$ cat config.mk
export PLATFORM = sky130hd
export DESIGN_NAME = seq_alu
export DESIGN_NICKNAME = d
export VERILOG_FILES = /design/src/rtl/alu_pkg.sv /design/src/rtl/muldiv_core.sv /design/src/rtl/seq_alu.sv
export SDC_FILE = /design/constraint.sdc
export NUM_CORES = 2
export LEC_CHECK = 0
export CORE_MARGIN = 5
export CORE_UTILIZATION = 37
export CTS_BUF_LIST = sky130_fd_sc_hd__clkbuf_4 sky130_fd_sc_hd__clkbuf_8
export DETAILED_ROUTE_END_ITERATION = 10
export PLACE_DENSITY_LB_ADDON = 0.15
export REMOVE_ABC_BUFFERS = 1
export SLEW_MARGIN = 20
export SYNTH_ARGS = -nofsm -noshare
export SYNTH_HDL_FRONTEND = slang
export SYNTH_SLANG_ARGS = --single-unit
$ cat constraint.sdc
create_clock -name Clock -period 12.2 [get_ports Clock]
set_input_delay 2.44 -clock Clock [delete_from_list [all_inputs] [get_ports Clock]]
set_output_delay 2.44 -clock Clock [all_outputs]
set_load 0.01 [all_outputs]
$ cat src/rtl/alu_pkg.sv
// Shared opcodes, FSM state encoding and elaboration helpers for the
// sequential ALU and its iterative multiply/divide datapath.
package alu_pkg;

  localparam int OP_ADD  = 3;
  localparam int OP_SUB  = 4;
  localparam int OP_AND  = 5;
  localparam int OP_OR   = 6;
  localparam int OP_SHR  = 7;
  localparam int OP_SHRA = 8;
  localparam int OP_SHL  = 9;
  localparam int OP_ROR  = 10;
  localparam int OP_ROL  = 11;
  localparam int OP_NEG  = 12;
  localparam int OP_NOT  = 13;
  localparam int OP_MUL  = 14;
  localparam int OP_DIV  = 15;

  typedef enum logic [1:0] {
    ST_IDLE = 2'd0,
    ST_MUL  = 2'd1,
    ST_DIV  = 2'd2
  } state_t;

  function automatic int clog2(input int n);
    int r;
    r = 0;
    while ((1 << r) < n) r++;
    return r;
  endfunction

endpackage

$ cat src/rtl/muldiv_core.sv
// Iterative signed multiply (radix-2 Booth) and signed divide (non-restoring on
// magnitudes) sharing one accumulator, one shift register and one step counter.
module muldiv_core
  import alu_pkg::*;
#(
  parameter int WIDTH = 32
) (
  input  logic             Clock,
  input  logic             Clear,
  input  logic             load,
  input  logic             step,
  input  logic             div_mode,
  input  logic [WIDTH-1:0] a,
  input  logic [WIDTH-1:0] b,
  output logic             last,
  output logic [WIDTH-1:0] res_hi,
  output logic [WIDTH-1:0] res_lo
);

  localparam int CNT_W = clog2(WIDTH);

  // One guard bit on the accumulator absorbs the -(most negative) overflow in
  // Booth and the 2R+1 growth in the divider.
  logic [WIDTH:0]     acc, m;
  logic [WIDTH-1:0]   q;
  logic               q_m1;
  logic               div_r, neg_q, neg_r;
  logic [CNT_W-1:0]   cnt;

  logic [WIDTH:0]     sum, shifted, trial, acc_n;
  logic [WIDTH-1:0]   q_n, rem;
  logic               qm1_n;

  assign last = (cnt == CNT_W'(WIDTH - 1));

  // NOTE: every always_comb output gets a default first so no path leaves a
  // variable unassigned, which would infer a latch.
  always_comb begin
    sum     = '0;
    shifted = '0;
    trial   = '0;
    acc_n   = acc;
    q_n     = q;
    qm1_n   = q_m1;
    rem     = '0;
    res_hi  = '0;
    res_lo  = '0;
    if (div_r) begin
      shifted = {acc[WIDTH-1:0], q[WIDTH-1]};
      trial   = acc[WIDTH] ? shifted + m : shifted - m;
      acc_n   = trial;
      q_n     = {q[WIDTH-2:0], ~trial[WIDTH]};
      // Final non-restoring correction folded into the result path.
      rem     = acc_n[WIDTH] ? acc_n[WIDTH-1:0] + m[WIDTH-1:0] : acc_n[WIDTH-1:0];
      res_hi  = neg_r ? -rem : rem;
      res_lo  = neg_q ? -q_n : q_n;
    end else begin
      unique case ({q[0], q_m1})
        2'b01:   sum = acc + m;
        2'b10:   sum = acc - m;
        default: sum = acc;
      endcase
      acc_n  = {sum[WIDTH], sum[WIDTH:1]};
      q_n    = {sum[0], q[WIDTH-1:1]};
      qm1_n  = q[0];
      res_hi = acc_n[WIDTH-1:0];
      res_lo = q_n;
    end
  end

  // NOTE: state registers use non-blocking assignments so every flop samples
  // the pre-edge values of the others.
  always_ff @(posedge Clock or negedge Clear) begin
    if (!Clear) begin
      acc   <= '0;
      m     <= '0;
      q     <= '0;
      q_m1  <= 1'b0;
      div_r <= 1'b0;
      neg_q <= 1'b0;
      neg_r <= 1'b0;
      cnt   <= '0;
    end else if (load) begin
      acc   <= '0;
      q_m1  <= 1'b0;
      cnt   <= '0;
      div_r <= div_mode;
      neg_q <= a[WIDTH-1] ^ b[WIDTH-1];
      neg_r <= a[WIDTH-1];
      if (div_mode) begin
        q <= a[WIDTH-1] ? -a : a;
        m <= {1'b0, (b[WIDTH-1] ? -b : b)};
      end else begin
        q <= a;
        m <= {b[WIDTH-1], b};
      end
    end else if (step) begin
      acc  <= acc_n;
      q    <= q_n;
      q_m1 <= qm1_n;
      cnt  <= last ? '0 : cnt + CNT_W'(1);
    end
  end

endmodule

$ cat src/rtl/seq_alu.sv
// Multi-cycle ALU: single-cycle ops resolve at the accept edge; MUL/DIV run
// WIDTH steps in muldiv_core and land in Zhigh/Zlow with a done pulse.
module seq_alu
  import alu_pkg::*;
#(
  parameter int WIDTH = 32,
  parameter int CTL_W = 6
) (
  input  logic             Clock,
  input  logic             Clear,
  input  logic             start,
  input  logic [WIDTH-1:0] A,
  input  logic [WIDTH-1:0] B,
  input  logic [CTL_W-1:0] ALU_ctl,
  output logic [WIDTH-1:0] Zhigh,
  output logic [WIDTH-1:0] Zlow,
  output logic             busy,
  output logic             done,
  output logic             div_by_zero
);

  localparam int SH_W = clog2(WIDTH);

  state_t             state;
  logic               is_mul, is_div, b_zero, core_load, core_last;
  logic [WIDTH-1:0]   core_hi, core_lo, sc_result;
  logic [SH_W-1:0]    sh;
  logic [2*WIDTH-1:0] rot_r, rot_l;

  assign is_mul    = (ALU_ctl == CTL_W'(OP_MUL));
  assign is_div    = (ALU_ctl == CTL_W'(OP_DIV));
  assign b_zero    = (B == '0);
  assign busy      = (state != ST_IDLE);
  assign core_load = start && !busy && (is_mul || (is_div && !b_zero));

  muldiv_core #(.WIDTH(WIDTH)) u_core (
    .Clock    (Clock),
    .Clear    (Clear),
    .load     (core_load),
    .step     (busy),
    .div_mode (is_div),
    .a        (A),
    .b        (B),
    .last     (core_last),
    .res_hi   (core_hi),
    .res_lo   (core_lo)
  );

  // Rotates shift a doubled copy so the wrapped bits fall into the kept half.
  always_comb begin
    sh        = B[SH_W-1:0];
    rot_r     = {A, A} >> sh;
    rot_l     = {A, A} << sh;
    sc_result = '0;
    case (ALU_ctl)
      CTL_W'(OP_ADD):  sc_result = A + B;
      CTL_W'(OP_SUB):  sc_result = A - B;
      CTL_W'(OP_AND):  sc_result = A & B;
      CTL_W'(OP_OR):   sc_result = A | B;
      CTL_W'(OP_SHR):  sc_result = A >> sh;
      CTL_W'(OP_SHRA): sc_result = $signed(A) >>> sh;
      CTL_W'(OP_SHL):  sc_result = A << sh;
      CTL_W'(OP_ROR):  sc_result = rot_r[WIDTH-1:0];
      CTL_W'(OP_ROL):  sc_result = rot_l[2*WIDTH-1:WIDTH];
      CTL_W'(OP_NEG):  sc_result = -A;
      CTL_W'(OP_NOT):  sc_result = ~A;
      default:         sc_result = '0;
    endcase
  end

  always_ff @(posedge Clock or negedge Clear) begin
    if (!Clear) begin
      state       <= ST_IDLE;
      Zhigh       <= '0;
      Zlow        <= '0;
      done        <= 1'b0;
      div_by_zero <= 1'b0;
    end else begin
      done <= 1'b0;
      case (state)
        ST_IDLE: begin
          if (start) begin
            if (is_mul) begin
              state <= ST_MUL;
            end else if (is_div && !b_zero) begin
              state <= ST_DIV;
            end else if (is_div) begin
              Zlow        <= '1;
              Zhigh       <= A;
              div_by_zero <= 1'b1;
              done        <= 1'b1;
            end else begin
              Zlow        <= sc_result;
              Zhigh       <= '0;
              div_by_zero <= 1'b0;
              done        <= 1'b1;
            end
          end
        end
        ST_MUL, ST_DIV: begin
          if (core_last) begin
            Zhigh       <= core_hi;
            Zlow        <= core_lo;
            div_by_zero <= 1'b0;
            done        <= 1'b1;
            state       <= ST_IDLE;
          end
        end
        default: state <= ST_IDLE;
      endcase
    end
  end

endmodule

==> results_dict.tcl <==
set metrics [dict create \
    rrSetupSlack_ns 2.29 \
    maxCapViolCount 0 \
    arrival_ns 10.35 \
    gp_congestion 1.07 \
    clk_latency_ns 0.57 \
    grt_pass1_vias 28500 \
    worst_hold_slack_ns 0.494 \
    dieArea_mm2 0.0793 \
    grt_use_met1 0.442 \
    grt_max_degree 80 \
    grtUsageMet2 0.520 \
    fmax_mhz 101 \
    synth_cell_types 96 \
    critPathMaxStageDelay_ns 0.75 \
    synth_edf_count 0 \
    p_leak_uw 0.0119 \
    required_ns 12.64 \
    outcome "finished, final reports clean" \
    yosys.area.top_type "dfrtp_1" \
    vias 30700 \
    critPathCaptureType "flip-flop" \
    area_growth_pct 9.38 \
    synth_area_leaders "dfrtp_1 16%, nor2_1 7.3%, ha_1 6.8%, a21oi_1 6.2%, nand2_1 6.0%" \
    yosysMostFrequentCell "nor2_1" \
    slowest_stage "o31ai_2" \
    hpwlAfterDp_mm 106 \
    grt_antenna_before_repair 1 \
    maxSlewViolCount 0 \
    synth_common_cells "533 x nor2_1, 436 x nand2_1, 337 x a21oi_1" \
    ys_ff_latch 175 \
    numCtsBuffers 17 \
    cts_root_buf "clkbuf_8" \
    antenna_left 0 \
    ctsResizeCount 0 \
    drive_gt1_frac 0.0688 \
    initial_core_util 0.373 \
    finalCriticalPeriod_ns 9.91 \
    power_density_mw_per_mm2 371 \
    synth_seq_area_share 0.160 \
    synth_top_area_frac 0.160 \
    die_h_um 282 \
    cts_hold_buf 0 \
    synth_ff_type "dfrtp_1" \
    clockBufferDepth 2 \
    hold_viol_final 0 \
    setup_slack_ns 2.29 \
    fillers 7780 \
    grt_use_met3 0.0515 \
    post-place-ws_ns 2.47 \
    synthCells 3846 \
    post-route-util 0.408 \
    core-area_mm2 0.0731 \
    worst_pin_slew_ns 1.20 \
    grt_use_total 0.333 \
    ys_warn_count 0 \
    overflow 0 \
    final.period_utilization 0.812 \
    path_delay_family "simple AND/OR/NAND/NOR gates" \
    clock-sinks 175 \
    gr-max-usage-layer "met2" \
    tns_ns 0 \
    cp_max_fo 48 \
    ir_drop_mv 0.179 \
    cts_tree "built" \
    crit_path_start_kind "flip-flop" \
    portBuffers 139 \
    rows 99 \
    cts_setup_buffers 0 \
    dr.first_iter.drc_count 3937 \
    power.total_uw 11100 \
    routed_via_density 6.44 \
    pin_count 140 \
    synth_area_mm2 0.0273 \
    synth.avg_cell_area_um2 7.09 \
    async_reset_ff_frac 1.00 \
    finalWirelength_mm 137 \
    holdCritPathClass "reg2reg" \
    cp.buffers_inverters 2 \
    finalClockSkew_ns 0.0280 \
    die_x_um 282 \
    path_clk_slew_ns 0.13 \
    nNetsFinal 4020 \
    slew-limit-headroom 0.188 \
    wl_per_cell_um 28.8 \
    h-tree-depth 4 \
    grt_pass1_wl_mm 199 \
    drcViolationCount 0 \
    rsz0062_at_grt "false" \
    drt_first_pass_iters 8 \
    finalSetupViolations 0 \
    path_class "reg2reg" \
]
[logic make-up (layout without fill, tap and decap cells)]
family / after synthesis / in the layout / share of synthesized area
other: 0 / 1 / 0
xor gates and xnor gates: 323 / 323 / 0.104
buffers and inverters: 369 / 330 / 0.0524
AOI/OAI and AO/OA: 1218 / 1218 / 0.289
DFF: 175 / 175 / 0.160
muxes: 194 / 194 / 0.0889
and+or+nand+nor: 1414 / 1414 / 0.235
adders and majority gates: 153 / 153 / 0.0713
[metrics by stage]
stage,cell area (um^2),std cells
floorplan,26100,3551
global placement,29400,4734
detailed placement,29400,4734
CTS,29800,4766
global route,29800,4767
finish,29800,4767
[final timing paths]
| path | startpoint | end | depth (start not counted) |
|---|---|---|---|
| min in group asynchronous | Clear | u_core.cnt[3] | 1 |
| max in group asynchronous | Clear | u_core.div_r | 2 |
| hold reg to reg | Zhigh[5] | Zhigh[5] | 2 |
| hold / removal | Zhigh[5] | Zhigh[5] | 2 |
| setup reg to reg | u_core.m[4] | Zhigh[26] | 31 |
| setup / recovery | u_core.m[4] | Zhigh[26] | 31 |
[area by class of cell]
cell class | count | area, um^2 | share of cell area
inverters | 74 | 283 | 0.00947
flip-flops and latches | 175 | 4380 | 0.147
diodes | 1 | 2.50 | 0.0000838
repair buffers | 224 | 2010 | 0.0675
clock buffers | 19 | 262 | 0.00876
multi-input cells | 3302 | 21600 | 0.722
well taps | 959 | 1200 | 0.0402
clock inverters | 13 | 140 | 0.00470
[metal layers]
metal / share of wire / vias to the layer above
li1: - / 14000
met1: 0.41 / 14700
met4: 0.068 / 0
met2: 0.44 / 1678
met5: 0 / -
met3: 0.087 / 339
[state kept, by name (all words and copies together), names as in the netlist, 2 cells and up]
name / count
u_core.cnt: 5
u_core.q: 32
Zlow: 32
u_core.acc: 33
Zhigh: 32
state: 2
u_core.m: 33
[worst min-delay path, stage by stage, from the launching register on]
cell     delay (ns)
dfrtp_1        0.36
nand2_1        0.04
o21ai_0        0.06
[cells in the final DEF, fill, tap and decap left out, types with 30 or more instances in the layout]
master / netlist / final
a211oi_1: 48 / 48
a21o_1: 54 / 54
a21oi_1: 337 / 336
a221oi_1: 74 / 74
a31oi_1: 45 / 45
buf_4: 2 / 87
clkdlybuf4s50_1: 0 / 133
dfrtp_1: 175 / 174
ha_1: 149 / 147
inv_1: 68 / 67
mux2i_1: 127 / 127
mux4_2: 35 / 35
nand2_1: 436 / 436
nand2b_1: 31 / 31
nand3_1: 79 / 78
nand4_1: 30 / 30
nor2_1: 533 / 528
nor3_1: 87 / 84
nor4_1: 31 / 31
o211ai_1: 43 / 43
o21ai_0: 288 / 287
o21bai_1: 35 / 35
o221ai_1: 37 / 37
o22ai_1: 32 / 32
o31ai_1: 30 / 30
xnor2_1: 165 / 165
xor2_1: 158 / 158
[report_power, final]
group	leakage [uW]	internal (uW)	switching (uW)	total [uW]
registers	0.00213	827	385	1210
logic	0.00957	3360	6040	9400
clock network	0.000203	164	292	457
total	0.0119	4350	6710	11100
No activity file was read; power rests on OpenSTA's default activity.
